[config.mk]
export PLATFORM = sky130hd
export DESIGN_NAME = seg7_scan_ctrl
export DESIGN_NICKNAME = d
export VERILOG_FILES = /design/src/rtl/seg7_scan_ctrl.sv
export SDC_FILE = /design/constraint.sdc
export NUM_CORES = 1
export LEC_CHECK = 0
export CAP_MARGIN = 30
export CORE_MARGIN = 3
export CORE_UTILIZATION = 45
export CTS_CLUSTER_DIAMETER = 150
export DETAILED_ROUTE_END_ITERATION = 12
export MAX_ROUTING_LAYER = met4
export PLACE_DENSITY_LB_ADDON = 0.08
export SLEW_MARGIN = 20
export SYNTH_ARGS = -nofsm -noshare
export SYNTH_HDL_FRONTEND = slang
export SYNTH_SLANG_ARGS = --single-unit
[constraint.sdc]
create_clock -name clk -period 2 [get_ports clk]
set_input_delay 0.6 -clock clk [delete_from_list [all_inputs] [get_ports clk]]
set_output_delay 0.6 -clock clk [all_outputs]
set_load 0.005 [all_outputs]
[src/rtl/seg7_scan_ctrl.sv]
`default_nettype none
// ============================================================================
// seg7_scan_ctrl : multiplexed 7-seg scanner, blanking gap between digits
// Rev 1.0
// ============================================================================
module seg7_scan_ctrl #(
  parameter int NUM_DIG = 4,
  parameter int DWELL   = 1000,
  parameter int BLANK   = 8
) (
  input  logic                   clk,
  input  logic                   reset_n,
  input  logic                   iEn,
  input  logic                   iLoad,
  input  logic [4*NUM_DIG-1:0]   iData,
  output logic [3:0]             oHex,
  output logic [NUM_DIG-1:0]     oDigitSel,
  output logic                   oBlank,
  output logic                   oFrame
);

  localparam int CNT_MAX = (DWELL > BLANK) ? DWELL : BLANK;
  localparam int CW      = $clog2(CNT_MAX + 1);
  localparam int IW      = $clog2(NUM_DIG);

  localparam logic [1:0] S_IDLE  = 2'd0;
  localparam logic [1:0] S_BLANK = 2'd1;
  localparam logic [1:0] S_SHOW  = 2'd2;

  localparam logic [CW-1:0] BLANK_LAST = CW'(BLANK - 1);
  localparam logic [CW-1:0] DWELL_LAST = CW'(DWELL - 1);
  localparam logic [IW-1:0] IDX_LAST   = IW'(NUM_DIG - 1);

  logic [1:0]             state_q, state_d;
  logic [IW-1:0]          idx_q, idx_d;
  logic [CW-1:0]          cnt_q, cnt_d;
  logic                   wrap;

  logic [4*NUM_DIG-1:0]   active_q, active_d;
  logic [4*NUM_DIG-1:0]   shadow_q, shadow_d;
  logic                   pending_q, pending_d;

  logic [3:0]             hex_q, hex_d;
  logic [NUM_DIG-1:0]     sel_q, sel_d;
  logic                   blank_q, blank_d;
  logic                   frame_q, frame_d;

  // State register
  always_ff @(posedge clk or negedge reset_n) begin
    if (!reset_n) begin
      state_q <= S_IDLE;
      idx_q   <= '0;
      cnt_q   <= '0;
    end else begin
      state_q <= state_d;
      idx_q   <= idx_d;
      cnt_q   <= cnt_d;
    end
  end

  // Next-state logic
  always_comb begin
    state_d = state_q;
    idx_d   = idx_q;
    cnt_d   = cnt_q;
    wrap    = 1'b0;
    case (state_q)
      S_IDLE: begin
        idx_d = '0;
        cnt_d = '0;
        if (iEn) state_d = S_BLANK;
      end
      S_BLANK: begin
        if (!iEn) begin
          state_d = S_IDLE;
          idx_d   = '0;
          cnt_d   = '0;
        end else if (cnt_q == BLANK_LAST) begin
          state_d = S_SHOW;
          cnt_d   = '0;
        end else begin
          cnt_d = cnt_q + CW'(1);
        end
      end
      S_SHOW: begin
        if (!iEn) begin
          state_d = S_IDLE;
          idx_d   = '0;
          cnt_d   = '0;
        end else if (cnt_q == DWELL_LAST) begin
          state_d = S_BLANK;
          cnt_d   = '0;
          if (idx_q == IDX_LAST) begin
            idx_d = '0;
            wrap  = 1'b1;
          end else begin
            idx_d = idx_q + IW'(1);
          end
        end else begin
          cnt_d = cnt_q + CW'(1);
        end
      end
      default: begin
        state_d = S_IDLE;
        idx_d   = '0;
        cnt_d   = '0;
      end
    endcase
  end

  // Active data only changes while idle or on the frame-boundary cycle
  always_comb begin
    active_d  = active_q;
    shadow_d  = shadow_q;
    pending_d = pending_q;
    if (iLoad) begin
      shadow_d  = iData;
      pending_d = 1'b1;
    end
    if ((state_q == S_IDLE) || frame_q) begin
      if (iLoad)          active_d = iData;
      else if (pending_q) active_d = shadow_q;
      pending_d = 1'b0;
    end
  end

  // Output logic: computed from next state so registered outputs track state_q
  always_comb begin
    frame_d = wrap;
    blank_d = (state_d != S_SHOW);
    sel_d   = '1;
    if (state_d == S_SHOW) sel_d[idx_d] = 1'b0;
    hex_d   = (state_d == S_IDLE) ? 4'h0 : active_d[{idx_d, 2'b00} +: 4];
  end

  always_ff @(posedge clk or negedge reset_n) begin
    if (!reset_n) begin
      active_q  <= '0;
      shadow_q  <= '0;
      pending_q <= 1'b0;
      hex_q     <= 4'h0;
      sel_q     <= '1;
      blank_q   <= 1'b1;
      frame_q   <= 1'b0;
    end else begin
      active_q  <= active_d;
      shadow_q  <= shadow_d;
      pending_q <= pending_d;
      hex_q     <= hex_d;
      sel_q     <= sel_d;
      blank_q   <= blank_d;
      frame_q   <= frame_d;
    end
  end

  assign oHex      = hex_q;
  assign oDigitSel = sel_q;
  assign oBlank    = blank_q;
  assign oFrame    = frame_q;

endmodule
`default_nettype wire
; ---- Word level (Yosys, flattened, before mapping)
; Index checks and enable logic that the tools add are counted.
[word_totals]
ff_bits = 57
input_bits = 20
out_inout_bits = 10
elab_cells = 57
[classes]
n_addsub = 2
order_cmp = 2
n_eq_ne = 7
shifts = 1
mux = 29
n_bitwise = 1
reduce_logical = 5
[op_table]
columns = cell, n
row1 = 16-bit 2-to-1 mux, 3
row2 = 10-bit 2-to-1 mux, 4
row3 = 10-bit case mux with 2 select lines, 1
row4 = 2-bit 2-to-1 mux, 9
row5 = 16-bit by 5-bit indexed part select with 4-bit output, 1
row6 = "10-bit by 1-bit adder with 10-bit output, second input constant", 1
row7 = "10-bit equality test, second input constant", 1
row8 = "10-bit by 3-bit equality test with 1-bit output, second input constant", 1
row9 = 4-bit 2-to-1 mux, 2
row10 = 1-bit 2-to-1 mux, 7
row11 = "2-bit equality test, second input constant", 3
row12 = 2-bit case mux with 3 select lines, 1
row13 = 2-bit logical NOT, 2
row14 = 4-bit NOT, 1
row15 = 2-bit case mux with 2 select lines, 1
row16 = "2-bit by 3-bit less-than comparator with 1-bit output, second input constant", 1
row17 = "2-bit by 1-bit adder with 2-bit output, second input constant", 1
row18 = 1-bit demux with 2-bit select, 1
row19 = "2-bit by 1-bit equality test with 1-bit output, second input constant", 1
row20 = "2-bit by 1-bit greater-or-equal comparator with 1-bit output, second input constant", 1
row21 = "2-bit inequality test, second input constant", 1
row22 = 2-bit nonzero test, 1
row23 = 1-bit logical AND, 1
row24 = 1-bit logical OR, 1

; ---- Depth between registers and ports, before layout
[depth]
ltp_word = 11
depth_mapped = 8
depth_no_buf = 8

; ---- Worst setup path after synthesis
; No wires, ideal clock.
[synth_timing]
path_type = input to register
from = input port iLoad
to = register hex_q[3], in the netlist oHex[3]
setup_ns = 0.141
arrival_time_ns = 1.847
required_time_ns = 1.859
path_slack_ns = 0.013
cell_stages = 6
path_buffers = 2
cell_sequence = buf_2 -> o22ai_2 -> buf_2 -> mux2_2 -> mux2i_1 -> a221oi_1
[synth_via]
elab_chain_cells = 4
[synth_rtl]
columns = item, line
row1 = "start, declared", 14  ; input logic iLoad,
row2 = 16-bit 2-to-1 mux, 121  ; if (iLoad) active_d = iData;
row3 = 16-bit 2-to-1 mux, 120  ; if ((state_q == S_IDLE) || frame_q) begin
row4 = named net active_d[3], 39  ; logic [4*NUM_DIG-1:0] active_q, active_d;
row5 = 16-bit by 5-bit indexed part select with 4-bit output, 133  ; hex_d = (state_d == S_IDLE) ? 4'h0 : active_d[{idx_d, 2'b00} +: 4];
row6 = 4-bit 2-to-1 mux, 133
row7 = named net hex_d[3], 43  ; logic [3:0] hex_q, hex_d;
row8 = "end signal, assigned", 141  ; hex_q <= 4'h0;
row9 = "end signal, assigned", 149  ; hex_q <= hex_d;
row10 = "end, declared", 43
; The timed path passes the listed nets, and every way through them passes these cells.
; A chain may end at the register's enable or synchronous reset.

; ---- Worst setup path in the final report
[layout_timing]
from = register state_q[1]
to = register hex_q[0], in the netlist oHex[0]
[layout_via]
elab_chain_cells = 5
word_cells_on_any_way = 15
classes_between = 2 x eq/ne / 1 x shift / 9 x mux / 3 x reduce/logical
[layout_rtl]
columns = item, line
row1 = "start, declared", 34  ; logic [1:0] state_q, state_d;
row2 = "start signal, assigned", 55  ; state_q <= state_d;
row3 = 2-bit logical NOT, 120
row4 = 1-bit logical OR, 120
row5 = 16-bit 2-to-1 mux, 120
row6 = named net active_d[12], 39
row7 = 16-bit by 5-bit indexed part select with 4-bit output, 133
row8 = 4-bit 2-to-1 mux, 133
row9 = named net hex_d[0], 43
; The timed path passes the listed nets, and every way through them passes these cells.

==> flow_summary.yaml <==
yosys:
  yosysUniqueCellTypes: 39
  ys_seq_area_share_pct: 56.27
  syn-instance-count: 201
  syn_nets: 227
  avgSynthCellArea_sq_um: 12.67
  yosysWarningCount: 0
  synth-seq-cells: 57
  synth_area_sq_mm: 0.002546
timing:
  skew_ps: 3.917
  timing.final.crit_share_pct: 99.16
  whs_ps: 258.1
  hold_viol: 0
  setup_violations: 0
  slew_viol_final: 0
  tightest_slew_ps: 365.9
  min_period_ps: 1983
  relSlewSlack_pct: 75.61
  max_clock_freq_ghz: 0.5043
  rsz0062_at_grt: "yes"
grt:
  antenna_found_initial: 0
  track_usage_pct: 18.83
  grt_max_degree: 58
  grt_pass1_wl_mm: 8.887
  grt_pass1_vias: 1906
  overflow: 0
clocking:
  htreeDepth: 3
  clk_latency_ps: 330
  root_buffer: "clkbuf_8"
  path_clk_slew_ps: 60
  cts_buffer_depth: 2
  cts_tree: "yes"
  clock_sinks: 57
  numCtsBuffers: 9
critical_path:
  reg2regPathDepth: 8
  rr_endpoint: "oHex[0]"
  worstSetupPathType: "flip-flop to flip-flop"
  required_ps: 2210
  end_kind: "flip-flop"
  critical_path.max_fanout: 4
  start_kind: "flip-flop"
  crit_arrival_ps: 2190
  reg2reg_from: "state_q[1]"
  r2r_slack_ps: 20
floorplanning:
  die_h_microns: 81.22
  io_pins: 30
  die_w_microns: 81.22
  num_rows: 26
  dieArea_sq_mm: 0.006597
  start_util_pct: 48.02
  core_area_sq_mm: 0.005303
power:
  power_leakage_nw: 1.474
  power_density_mw_per_mm2: 1123
  peakVddDrop_v: 0.0006123
layout:
  syn_to_final_growth_pct: 35.53
  final-seq-area_sq_mm: 0.001433
  drive_above_1_share_pct: 40.53
  finish.utilization_pct: 65.08
  nFillCells: 404
  nNetsFinal: 285
  multi_input_area_sq_mm: 0.001157
  antenna-diode-count: 0
placement:
  dp_hpwl_mm: 3.650
  gp_congestion: 0.8311
  io_buffers: 29
hold_path:
  hold_path.class: "primary input to async pin"
route:
  antenna_left: 0
  wirelength_mm: 5.426
  via_count: 1780
  dr.pass1.iters: 4
  drc: 0
  wl_per_cell_microns: 16.25
  drt_first_iter_violations: 81
  vias_per_cell: 5.329
flow_run:
  max-cap-violations: 0
outcome:
  status: "complete, no violations"
flip-flops by register name (all words and copies together) (netlist names), 2 cells and up:
name and flops:
active_q 16, cnt_q 10, idx_q 2, oDigitSel 4, oHex 4, shadow_q 16
state_q 2
cells by family (layout without fill, tap and decap cells):
kind of cell | Yosys count | in the layout | share of synthesized area, %
and+or+nand+nor | 45 | 45 | 9.238
muxes | 35 | 35 | 15.28
xor gates and xnor gates | 8 | 8 | 2.752
DFF | 57 | 57 | 56.27
buffers and inverters | 20 | 83 | 3.686
adders and majority gates | 6 | 6 | 2.948
AOI/OAI and AO/OA | 30 | 30 | 9.828
placed cells by master, fill, tap and decap left out, types with 3 or more instances in the layout:
cell type and instances:
nand2_1 4, dfstp_2 5, nand4_1 6, buf_4 17, nor2_1 17, o21ai_1 4, a221oi_2 7, mux2_2 31
dfrtp_1 52, ha_1 3, xnor2_1 6, and2_1 4, clkbuf_8 10, clkdlybuf4s50_1 26, nand3_1 3, buf_6 9
inv_1 9
synthesized netlist by cell type:
cell      count  area, sq um
a311o_1       1        10.01
mux2_2       31        349.1
o21bai_1      1        7.510
o22ai_2       1        12.51
o21a_1        2        15.01
a31oi_4       1        21.27
and3_1        2        12.51
buf_6         1        11.26
nor3_1        2        10.01
o21ai_1       3        15.01
or2_2         2        12.51
o22a_1        1        8.760
ha_1          6        75.07
and4bb_1      1        12.51
a31o_2        1        8.760
nand3_1       3        15.01
nor2_1       17        63.81
buf_4         1        7.510
nor3b_1       1        7.510
a31oi_1       3        18.77
dfstp_2       5        131.4
a221oi_1      8        70.07
and4_1        2        17.52
xor2_1        2        17.52
clkbuf_1      1        3.750
buf_2         6        30.03
nand4_1       6        37.54
o2111a_1      1        11.26
o21ai_0       2        10.01
a32o_1        1        10.01
dfrtp_1      52         1301
a21oi_1       2        10.01
xnor2_1       6        52.55
and2_1        5        31.28
inv_1        11        41.29
o211a_1       1        10.01
nand2_1       4        15.01
mux2i_1       4        40.04
o221a_2       1        11.26
through the flow:
step                      power, W  setup slack, ps  std cells  instance area [sq um]  TNS, ps
after detailed placement  0.002637           -529.7        316                   3067    -3663
after floorplan           0.002163            12.67        201                   2546        0
after CTS                 0.003807            3.012        333                   3362        0
after global routing      0.004103           -49.97        334                   3451   -156.0
after global placement    0.002598           -484.0        316                   3067    -2888
final                     0.003876            16.86        334                   3451        0
power breakdown:
| group | internal [W] | total, W | switching (W) |
|---|---|---|---|
| clock | 0.000604 | 0.00106 | 0.000457 |
| sequential | 0.00143 | 0.00152 | 0.0000891 |
| combinational | 0.000708 | 0.00129 | 0.000586 |
| total | 0.00274 | 0.00388 | 0.00113 |
area by class of cell:
class	count	area share, %
clock buffers	11	4.097
repair buffers	56	15.52
clock inverters	5	1.595
inverters	11	1.197
multi-input cells	124	33.54
flip-flops and latches	57	41.52
well taps	70	2.538
worst max-delay path by stage:
stage          endpoint       start
6_report        oHex[0]  state_q[1]
2_1_floorplan   oHex[3]       iLoad
3_5_place_dp    oHex[3]       iLoad
3_3_place_gp    oHex[1]       iLoad
5_1_grt         oHex[0]  state_q[1]
4_1_cts         oHex[0]  state_q[0]
critical path, cell delays in order (launching register included):
cell and delay [ps]:
dfrtp_1 380, inv_2 60, ha_2 210, o22ai_2 220, buf_6 150, mux2_2 340, and2_1 170, a221oi_2 270
a221oi_2 60
metal layers:
| metal | wire, microns | global-route usage [%] |
|---|---|---|
| met4 | 104 | 9.797 |
| met3 | 227 | 3.991 |
| met5 | 0 | - |
| met1 | 2281 | 21.38 |
| met2 | 2812 | 31.28 |
what timing repair did:
action / CTS / global route
cloned: 0 / 0
setup endpoints to repair: 11 / 11
hold buffers: 0 / 0
buffers inserted: 1 / 1
pin swaps: 5 / 6
hold endpoints to repair: 0 / 0
gates resized for setup: 23 / 19
Note: power is estimated with default switching activity, not from simulation.
